--- src/rtl/mux_pkg.sv ---
`default_nettype none
// ============================================================================
// Module : mux_pkg
// Brief  : Shared state encoding and width helper for the mux_pipe slice.
// Rev    : 1.0 - initial release
// ============================================================================
package mux_pkg;

    localparam logic [1:0] S_EMPTY = 2'd0;
    localparam logic [1:0] S_FULL  = 2'd1;
    localparam logic [1:0] S_SKID  = 2'd2;

    // Number of bits needed to index n items (n >= 2).
    function automatic int clog2(input int n);
        int r;
        r = 0;
        while ((1 << r) < n) begin
            r = r + 1;
        end
        return r;
    endfunction

endpackage
`default_nettype wire

--- src/rtl/mux_pipe_mux_n.sv ---
`default_nettype none
// ============================================================================
// Module : mux_n
// Brief  : Combinational N:1 word selector; out-of-range select yields zero.
// Rev    : 1.0 - initial release
// ============================================================================
module mux_n
    import mux_pkg::*;
#(
    parameter int WIDTH  = 32,
    parameter int NUM_IN = 4,
    parameter int SEL_W  = clog2(NUM_IN)
) (
    input  logic [NUM_IN*WIDTH-1:0] i_data,
    input  logic [SEL_W-1:0]        i_sel,
    output logic [WIDTH-1:0]        o_data
);

    logic [WIDTH-1:0] w_words [NUM_IN];

    generate
        for (genvar gi = 0; gi < NUM_IN; gi++) begin : g_word
            assign w_words[gi] = i_data[gi*WIDTH +: WIDTH];
        end
    endgenerate

    // Only exact index matches drive the output, so unused codes fall to zero.
    always_comb begin
        o_data = '0;
        for (int i = 0; i < NUM_IN; i++) begin
            if (i_sel == SEL_W'(i)) begin
                o_data = w_words[i];
            end
        end
    end

endmodule
`default_nettype wire

--- src/rtl/mux_pipe.sv ---
`default_nettype none
// ============================================================================
// Module : mux_pipe
// Brief  : N-way registered selector with valid/ready and a 2-entry skid.
//          Define MUX_PIPE_SEL_ERR_EN to carry an out-of-range flag per beat.
// Rev    : 1.0 - initial release
// ============================================================================
module mux_pipe
    import mux_pkg::*;
#(
    parameter int WIDTH  = 32,
    parameter int NUM_IN = 4,
    parameter int SEL_W  = clog2(NUM_IN)
) (
    input  logic                    clk,
    input  logic                    rst_n,
    input  logic [NUM_IN*WIDTH-1:0] in_data,
    input  logic [SEL_W-1:0]        in_sel,
    input  logic                    in_valid,
    output logic                    in_ready,
    output logic [WIDTH-1:0]        out_data,
    output logic                    out_valid,
    input  logic                    out_ready,
    output logic                    out_err
);

    logic [1:0]       r_state;
    logic [1:0]       w_next_state;
    logic             r_in_ready;
    logic [WIDTH-1:0] r_main_data;
    logic [WIDTH-1:0] r_skid_data;
    logic [WIDTH-1:0] w_sel_data;
    logic             w_push;
    logic             w_pop;

    mux_n #(
        .WIDTH  (WIDTH),
        .NUM_IN (NUM_IN),
        .SEL_W  (SEL_W)
    ) u_mux_n (
        .i_data (in_data),
        .i_sel  (in_sel),
        .o_data (w_sel_data)
    );

    assign out_valid = (r_state != S_EMPTY);
    assign out_data  = r_main_data;
    assign in_ready  = r_in_ready;
    assign w_push    = in_valid && r_in_ready;
    assign w_pop     = out_valid && out_ready;

    always_comb begin
        w_next_state = r_state;
        case (r_state)
            S_EMPTY: if (w_push) w_next_state = S_FULL;
            S_FULL: begin
                if (w_push && !w_pop)      w_next_state = S_SKID;
                else if (!w_push && w_pop) w_next_state = S_EMPTY;
            end
            S_SKID:  if (w_pop) w_next_state = S_FULL;
            default: w_next_state = S_EMPTY;
        endcase
    end

    // in_ready comes straight from a flop so upstream never sees our out_ready.
    always_ff @(posedge clk) begin
        if (!rst_n) begin
            r_state    <= S_EMPTY;
            r_in_ready <= 1'b1;
        end else begin
            r_state    <= w_next_state;
            r_in_ready <= (w_next_state != S_SKID);
        end
    end

    always_ff @(posedge clk) begin
        if (!rst_n) begin
            r_main_data <= '0;
            r_skid_data <= '0;
        end else begin
            case (r_state)
                S_EMPTY: if (w_push) r_main_data <= w_sel_data;
                S_FULL: begin
                    if (w_push && w_pop) r_main_data <= w_sel_data;
                    else if (w_push)     r_skid_data <= w_sel_data;
                end
                S_SKID:  if (w_pop) r_main_data <= r_skid_data;
                default: ;
            endcase
        end
    end

`ifdef MUX_PIPE_SEL_ERR_EN
    logic w_sel_err;
    logic r_main_err;
    logic r_skid_err;

    assign w_sel_err = (int'(in_sel) >= NUM_IN);

    // Error flag follows exactly the same path as its data word.
    always_ff @(posedge clk) begin
        if (!rst_n) begin
            r_main_err <= 1'b0;
            r_skid_err <= 1'b0;
        end else begin
            case (r_state)
                S_EMPTY: if (w_push) r_main_err <= w_sel_err;
                S_FULL: begin
                    if (w_push && w_pop) r_main_err <= w_sel_err;
                    else if (w_push)     r_skid_err <= w_sel_err;
                end
                S_SKID:  if (w_pop) r_main_err <= r_skid_err;
                default: ;
            endcase
        end
    end

    assign out_err = r_main_err;
`else
    assign out_err = 1'b0;
`endif

endmodule
`default_nettype wire

--- config.mk ---
export PLATFORM = sky130hd
export DESIGN_NAME = mux_pipe
export DESIGN_NICKNAME = d
export VERILOG_FILES = /design/src/rtl/mux_pkg.sv /design/src/rtl/mux_pipe_mux_n.sv /design/src/rtl/mux_pipe.sv
export SDC_FILE = /design/constraint.sdc
export NUM_CORES = 1
export LEC_CHECK = 0
export BUFFER_PORTS_ARGS = -buffer_cell sky130_fd_sc_hd__buf_2
export CAP_MARGIN = 20
export CORE_ASPECT_RATIO = 1.4
export CORE_MARGIN = 4
export CORE_UTILIZATION = 50
export CTS_BUF_LIST = sky130_fd_sc_hd__clkbuf_2
export DETAILED_ROUTE_END_ITERATION = 16
export MAX_ROUTING_LAYER = met4
export PLACE_DENSITY_LB_ADDON = 0.12
export SKIP_CTS_REPAIR_TIMING = 1
export SLEW_MARGIN = 25
export SYNTH_ARGS = -nofsm -noshare
export SYNTH_HDL_FRONTEND = slang
export SYNTH_SLANG_ARGS = --single-unit
--- constraint.sdc ---
create_clock -name clk -period 2 [get_ports clk]
set_clock_uncertainty 0.05 [all_clocks]
set_input_delay 0.3 -clock clk [delete_from_list [all_inputs] [get_ports clk]]
set_output_delay 0.3 -clock clk [all_outputs]
set_load 0.05 [all_outputs]
### After elaboration in Yosys (flattened, before gate mapping)

Index checks and enable logic that the tools add are counted.

| storage, ports and cells | value |
|---|---|
| register bits after elaboration | 67 |
| bits in latches | 0 |
| memory bits (writable) | 0 |
| bits in read-only memories | 0 |
| bits of input ports | 134 |
| output and inout port bits | 35 |
| logic and storage cells | 40 |
| memories | 0 |

| operators by class | value |
|---|---|
| add/subtract/negate cells | 0 |
| multiply operators | 0 |
| div/mod/pow operators | 0 |
| order comparisons | 0 |
| equal/unequal tests | 9 |
| shift operators | 0 |
| mux-type cells | 13 |
| bitwise operators | 1 |
| reduce and logical (&&, ||, !) cells | 13 |

Operator list:

| cell | count |
|---|---|
| 2-to-1 mux 32 bit | 7 |
| case mux 32 bit (3 select lines) | 1 |
| 2-to-1 mux 2 bit | 4 |
| != test 2 bit, second input constant | 4 |
| == test 2 bit, second input constant | 3 |
| case mux 2 bit (3 select lines) | 1 |
| logical AND 1 bit | 5 |
| == test 2 x 1 -> 1 bit, second input constant | 2 |
| zero test 2 bit | 2 |
| AND reduction 4 bit | 1 |
| AND reduction 3 bit | 1 |
| nonzero test 3 bit | 1 |
| zero test 1 bit | 2 |
| nonzero test 2 bit | 1 |
| inverter 1 bit | 1 |

### Depth between registers and ports, before layout

Gate-level depths: netlist of the first run.

| depth | value |
|---|---|
| word-level depth | 7 |
| depth in mapped cells | 7 |

### Cells and area by module

A second synthesis of the first run with hierarchy kept.

| unflattened totals | value |
|---|---|
| cell total of the unflattened synthesis | 340 |
| area total of the unflattened synthesis | 3,527.1 µm² |

Modules (own cells, without submodules):

| module | times used | cells each | area an instance (µm²) |
|---|---|---|---|
| mux_pipe | 1 | 301 | 2,712.6 |
| mux_n | 1 | 39 | 814.5 |

### Worst setup path before layout of the first run

OpenSTA, ideal clock, no wires.

| timing | value |
|---|---|
| path type | register to register |
| start point | register r_in_ready (netlist: in_ready) |
| end point | register r_main_data[0] (netlist: out_data[0]) |
| setup time | 0.136 ns |
| arrival time | 1.522 ns |
| data required time | 1.814 ns |
| path slack | 0.291 ns |
| stages on the path, launching flop included | 5 |
| path buffers | 1 |
| clock period less this slack | 1.709 ns |
| cells stage by stage | dfxtp_1 nand2_4 o31ai_4 clkbuf_1 a31oi_1 |

| between the ends | value |
|---|---|
| longest elaborated chain between the ends | 4 |
| elaborated cells between the ends (all ways) | 5 |
| classes of those cells | eq/ne: 2; reduce/logical: 3 |

Ends and longest elaborated chain:

| what | line | source |
|---|---|---|
| from (decl) | mux_pipe.sv:29 | `logic r_in_ready;` |
| from (signal assigned) | mux_pipe.sv:72 | `r_in_ready <= (w_next_state != S_SKID);` |
| logical AND 1 bit (*) | mux_pipe.sv:49 | `assign w_push = in_valid && r_in_ready;` |
| logical AND 1 bit | mux_pipe.sv:84 | `if (w_push && w_pop) r_main_data <= w_sel_data;` |
| != test 2 bit (no line) | - |  |
| AND reduction 4 bit (no line) (*) | - |  |
| to (signal assigned) | mux_pipe.sv:82 | `S_EMPTY: if (w_push) r_main_data <= w_sel_data;` |
| to (signal assigned) | mux_pipe.sv:84 |  |
| to (signal assigned) | mux_pipe.sv:87 | `S_SKID: if (w_pop) r_main_data <= r_skid_data;` |
| to (decl) | mux_pipe.sv:30 | `logic [WIDTH-1:0] r_main_data;` |

Every way passes the cells marked *; elsewhere a longest branch is shown, timed or not.
A chain may end at the register's enable or synchronous reset.

### Final worst setup path of the first run

| timing | value |
|---|---|
| start point | register r_state[1] |
| end point | output port out_valid |

| between the ends | value |
|---|---|
| longest elaborated chain between the ends | 1 |

Ends and longest elaborated chain:

| what | line | source |
|---|---|---|
| from (decl) | mux_pipe.sv:27 | `logic [1:0] r_state;` |
| from (signal assigned) | mux_pipe.sv:71 | `r_state <= w_next_state;` |
| nonzero test 2 bit | mux_pipe.sv:46 | `assign out_valid = (r_state != S_EMPTY);` |
| to (decl) | mux_pipe.sv:22 | `output logic out_valid,` |

Every way passes these cells.

==> results.py, run 1 <==
metrics = {
    "synthesis": {
        "synth_fp_nets": 559,
        "yosysSeqAreaShare_pct": 33.0,
        "yosysUniqueCellTypes": 34,
        "ys.flop_type": "dfxtp_1",
        "synth_enable_flop_cells": 0,
        "synthesis.area_sq_mm": 0.00406,
        "yosys_warnings": 0,
        "async_flop_share_pct": 0,
        "synth_area_leaders": "dfxtp_1 (33%), mux2_4 (9.2%), mux2i_1 (8.1%), a32o_1 (7.9%), a2bb2oi_1 (6.9%)",
        "ys_ff_latch": 67,
        "syn_avg_cell_area_sq_um": 9.56,
        "synthCells": 425,
        "yosysMostFrequentCell": "dfxtp_1",
        "yosysTopAreaCell": "dfxtp_1",
        "netlist.area_leader.share_pct": 33.0,
        "yosys-top-cells-count": "dfxtp_1 (67), nand2_1 (34), mux2i_1 (33)",
    },
    "timing": {
        "slew_headroom_pct": 51.1,
        "period_minus_slack_ps": 1890,
        "fin_crit_sh_pct": 94.4,
        "hold_viol": 0,
        "worstMarginPinSlew_ps": 733,
        "setup_viol": 0,
        "rsz0062_at_grt": "no",
        "final-max-slew-violation-count": 0,
        "tns_ps": 0,
        "fmax_mhz": 530,
    },
    "cells_and_area": {
        "drive_above_1_share_pct": 42.5,
        "diodes": 0,
        "final_cells": 681,
        "fin_nets": 711,
        "fin_area_sq_mm": 0.00501,
        "syn_to_final_growth_pct": 23.4,
        "fill_cells": 714,
    },
    "floorplan": {
        "die_area_sq_mm": 0.00965,
        "ios": 169,
        "start_util_pct": 51.8,
        "die_w_microns": 84.2,
        "core_area_sq_mm": 0.00785,
        "rows": 38,
        "dieHeight_microns": 115,
    },
    "worst_setup_path": {
        "critPathArrivalTime_ps": 1540,
        "crit_path_end_kind": "primary output",
        "required_ps": 1650,
        "rr_worst_depth": 4,
        "critPathKind": "reg2out",
        "crit_path_max_fanout": 9,
        "startpoint_type": "register",
    },
    "power": {
        "finalPower_mw": 3.29,
        "p_seq_share_pct": 44.6,
        "p_per_area_mw_per_mm2": 657,
        "peakVddDrop_mv": 0.414,
        "intPower_mw": 2.14,
        "p_clk_share_pct": 23.2,
        "pwr-share-comb_pct": 32.1,
        "p_switching_mw": 1.15,
        "cellLeakagePower_nw": 2.36,
        "switching_share_pct": 34.9,
    },
    "global_routing": {
        "track_usage_pct": 23.8,
        "first_global_vias": 3692,
        "antenna_found_initial": 0,
        "grt_pass1_wl_mm": 17.9,
        "grt_overflow_total": 0,
        "grt_max_degree": 41,
    },
    "placed_design": {
        "gp_congestion": 0.777,
        "dp_cells": 666,
        "dp_hpwl_mm": 7.84,
        "io_buffers": 167,
        "postPlaceCellArea_sq_mm": 0.00491,
    },
    "clocking": {
        "cts_root_buffer": "clkbuf_2",
        "clock_path_buffers": 2,
        "cts_tree": "yes",
        "numClockSinks": 67,
        "path_clk_slew_ps": 180,
        "htreeDepth": 3,
        "cts_buffers": 9,
        "clk_latency_ps": 510,
    },
    "detailed_routing": {
        "vias": 3876,
        "drt-initial-drc-count": 157,
        "routed_wl_mm": 11.5,
        "wl_per_cell_microns": 16.9,
        "dr.pass1.iters": 4,
        "ant_nets": 0,
        "drt-vias-per-instance": 5.69,
        "drc_errors": 0,
    },
    "min_path": {
        "min_path_cells": 4,
        "holdCritPathClass": "in2reg",
    },
    "status": {
        "status": "completed",
    },
    "job": {
        "cap_violations": 0,
    },
}
[routing by layer]
layer | vias up | share of wire (%) | global-route usage (%) | routed length, microns
met5 | - | 0 | - | 0
met4 | 0 | 1.5 | 8.91 | 172
met3 | 10 | 6.4 | 3.38 | 731
met2 | 135 | 52 | 41.3 | 5940
met1 | 1831 | 40 | 27.7 | 4630
li1 | 1900 | - | - | -
[area by class of cell]
class                      instances  area, sq um  share of cell area, %
clock buffer                      11         55.1                   1.10
clock inverter                     4         42.5                  0.849
inverter                           2         7.51                  0.150
multi-input combinational        308         2380                   47.6
sequential                        67         1340                   26.8
tap                              100          125                   2.50
timing repair buffer             189         1050                   21.0
[cells by family after synthesis]
kind of cell | synth area share, %
flops | 33.0
simple gates | 14.5
buf+inv | 8.44
other cells | 0.0923
mux | 19.3
compound gates | 24.6
[metrics by stage]
step | worst slack [ps] | util, % | hold WS (ps)
finish | 113 | 63.9 | 115
global placement | 43.3 | 62.6 | 397
detailed placement | 31.5 | 62.6 | 406
global route | 45.0 | 63.9 | 106
CTS | 21.1 | 63.8 | 84.3
floorplan | 291 | - | 378
[worst paths after layout]
kind                                      start               to  slack (ps)
worst min-delay path                 in_data[4]   r_skid_data[4]         110
worst max-delay path                 r_state[1]        out_valid         110
worst max register to register       r_state[1]     out_data[17]         310
worst min register to register  r_skid_data[30]  r_skid_data[30]         440
[sequential cells by signal, summed over array words and instances (netlist names)]
register,flops
in_ready,1
out_data,32
r_skid_data,32
r_state,2
[critical path: stages (launching register included)]
cell,delay [ps]
dfxtp_1,360
buf_4,170
or2_2,290
buf_2,210
[cell usage in the layout, fill, tap and decap left out, drive strengths merged]
cell type,n
clkbuf,11
and2b,1
nor3b,1
conb,1
clkinv,3
a31oi,32
buf,189
nand3,32
nand3b,2
o22ai,1
nor2b,2
mux2i,33
dfxtp,67
and2,2
o21a,1
inv,2
bufinv,1
or2,33
nand2,35
o31ai,1
a2bb2oi,32
nand2b,1
o21ai,33
a32o,32
mux2,32
or2b,1
[power groups by stage]
stage	sequential [mW]	clock, mW	combinational [mW]
floorplan	1.73	0	0.517
global placement	1.50	0	1.04
detailed placement	1.50	0	1.06
CTS	1.47	0.775	1.06
global route	1.48	0.830	1.14
finish	1.47	0.764	1.06
Note: power is estimated with default switching activity, not from simulation.
==> run 2, diff against run 1 <==
--- a/config.mk
+++ b/config.mk
@@ -5,15 +5,16 @@
 export SDC_FILE = /design/constraint.sdc
 export NUM_CORES = 1
 export LEC_CHECK = 0
+export ABC_AREA = 1
 export BUFFER_PORTS_ARGS = -buffer_cell sky130_fd_sc_hd__buf_2
 export CAP_MARGIN = 20
 export CORE_ASPECT_RATIO = 1.4
 export CORE_MARGIN = 4
-export CORE_UTILIZATION = 50
+export CORE_UTILIZATION = 52
 export CTS_BUF_LIST = sky130_fd_sc_hd__clkbuf_2
 export DETAILED_ROUTE_END_ITERATION = 16
 export MAX_ROUTING_LAYER = met4
-export PLACE_DENSITY_LB_ADDON = 0.12
+export PLACE_DENSITY = 0.83
 export SKIP_CTS_REPAIR_TIMING = 1
 export SLEW_MARGIN = 25
 export SYNTH_ARGS = -nofsm -noshare
==> results.py, run 2 <==
metrics = {
    "status": {
        "status": "completed",
    },
    "clocking": {
        "cts_root_buffer": "clkbuf_2",
        "clock_path_buffers": 2,
        "path_clk_slew_ps": 190,
        "cts_buffers": 9,
        "numClockSinks": 67,
        "clk_latency_ps": 540,
        "cts_tree": "yes",
        "htreeDepth": 3,
    },
    "global_routing": {
        "grt_max_degree": 67,
        "grt_overflow_total": 0,
        "grt_pass1_wl_mm": 20.4,
        "track_usage_pct": 25.2,
        "first_global_vias": 4643,
        "antenna_found_initial": 0,
    },
    "placed_design": {
        "io_buffers": 167,
        "pre_cts_ws_ps": 242,
        "dp_hpwl_mm": 9.08,
        "dp_cells": 888,
        "gp_congestion": 0.825,
    },
    "worst_setup_path": {
        "critPathKind": "reg2out",
        "crit_path_max_fanout": 4,
        "rr_worst_depth": 8,
        "critPathArrivalTime_ps": 1410,
        "startpoint_type": "register",
        "required_ps": 1650,
        "crit_path_end_kind": "primary output",
    },
    "synthesis": {
        "yosysMostFrequentCell": "nand2_1",
        "yosysUniqueCellTypes": 27,
        "netlist.area_leader.share_pct": 29.1,
        "async_flop_share_pct": 0,
        "yosys-top-cells-count": "nand2_1 (134), inv_1 (68), dfxtp_1 (67)",
        "yosysTopAreaCell": "dfxtp_1",
        "synth_fp_nets": 783,
        "syn_avg_cell_area_sq_um": 7.11,
        "synth_area_leaders": "dfxtp_1 (29%), nand3_2 (14%), nand2_1 (11%), a21oi_2 (5.9%), inv_1 (5.5%)",
        "synthesis.area_sq_mm": 0.00461,
        "ys.flop_type": "dfxtp_1",
        "synth_enable_flop_cells": 0,
        "yosys_warnings": 0,
        "ys_ff_latch": 67,
        "synthCells": 649,
        "yosysSeqAreaShare_pct": 29.1,
    },
    "floorplan": {
        "dieHeight_microns": 119,
        "start_util_pct": 53.6,
        "die_area_sq_mm": 0.0105,
        "core_area_sq_mm": 0.00861,
        "ios": 169,
        "rows": 40,
        "die_w_microns": 87.6,
    },
    "detailed_routing": {
        "drt-initial-drc-count": 289,
        "drc_errors": 0,
        "ant_nets": 0,
        "wl_per_cell_microns": 13.9,
        "drt-vias-per-instance": 5.16,
        "routed_wl_mm": 12.6,
        "dr.pass1.iters": 4,
        "vias": 4662,
    },
    "min_path": {
        "min_path_cells": 4,
        "holdCritPathClass": "in2reg",
    },
    "power": {
        "p_per_area_mw_per_mm2": 638,
        "cellLeakagePower_nw": 2.69,
        "peakVddDrop_mv": 0.337,
    },
    "timing": {
        "hold_viol": 0,
        "rsz0062_at_grt": "no",
        "fmax_mhz": 567,
        "slew_headroom_pct": 61.4,
        "period_minus_slack_ps": 1760,
        "fin_ws_ps": 236,
        "worstMarginPinSlew_ps": 577,
        "setup_viol": 0,
        "tns_ps": 0,
        "final-max-slew-violation-count": 0,
        "fin_crit_sh_pct": 88.2,
    },
    "cells_and_area": {
        "syn_to_final_growth_pct": 17.7,
        "diodes": 0,
        "fill_cells": 792,
        "final_cells": 904,
        "multi_input_area_sq_mm": 0.00265,
        "drive_above_1_share_pct": 38.9,
        "mostFrequentLayoutCells": "buf_2 (167), nand2_1 (134), inv_1 (68)",
        "final_common_cell": "buf_2",
        "final_util_pct": 63.1,
        "ff_latch_area_sq_mm": 0.00134,
        "fin_nets": 928,
    },
    "job": {
        "cap_violations": 0,
    },
}
[run 2: cell types whose count changed after synthesis, moves of 33 or more]
cell and delta:
nand2_1 +100, inv_1 +66, mux2i_1 -33, nand3_2 +65, a21oi_1 +33, nor2_1 +65
[run 2: metal layers]
metal,track usage [%],wire (microns),vias to the layer above
met2,45.3,6650,166
met1,26.4,4840,2108
met4,9.31,285,0
met5,-,0,-
li1,-,-,2362
met3,5.19,824,26
[run 2: cells by family (layout without fill, tap and decap cells)]
logic type / Yosys count / after routing / share of synthesized area, %
AO/OA/AOI/OAI: 128 / 128 / 17.3
XOR/XNOR: 1 / 1 / 0.190
flip-flops: 67 / 67 / 29.1
other: 1 / 1 / 0.0813
buffers and inverters: 116 / 266 / 13.5
AND/OR/NAND/NOR: 336 / 336 / 39.9
[run 2: worst paths after layout]
check                                      from               to  slack [ps]
worst max-delay path                 r_state[0]        out_valid         240
worst min-delay path               in_data[111]  r_skid_data[15]          70
worst max register to register       r_state[0]     out_data[16]         340
worst min register to register  r_skid_data[25]  r_skid_data[25]         480
[run 2: final cells by class]
class | count | share of cell area (%)
Sequential cell | 67 | 24.7
Clock buffer | 11 | 1.01
Clock inverter | 5 | 0.369
Multi-Input combinational cell | 466 | 48.8
Inverter | 71 | 4.91
Tap cell | 105 | 2.42
Timing Repair Buffer | 179 | 17.7
[run 2: power by group]
part / switching [mW] / internal, mW
clock network: 0.489 / 0.156
logic: 0.885 / 0.413
registers: 0.0630 / 1.46
total: 1.44 / 2.03
[run 2: worst max-delay path: stages (launching register included)]
cell	delay, ps
dfxtp_1	430
inv_1	100
nand2_2	90
buf_2	260
[run 2: through the flow]
| stage | total power [mW] | instance area, sq um | hold WS (ps) |
|---|---|---|---|
| floorplan | 2.52 | 4610 | 441 |
| global placement | 2.81 | 5350 | 449 |
| detailed placement | 2.85 | 5350 | 459 |
| CTS | 3.48 | 5430 | 40.6 |
| global route | 3.68 | 5430 | 51.8 |
| finish | 3.46 | 5430 | 67.6 |
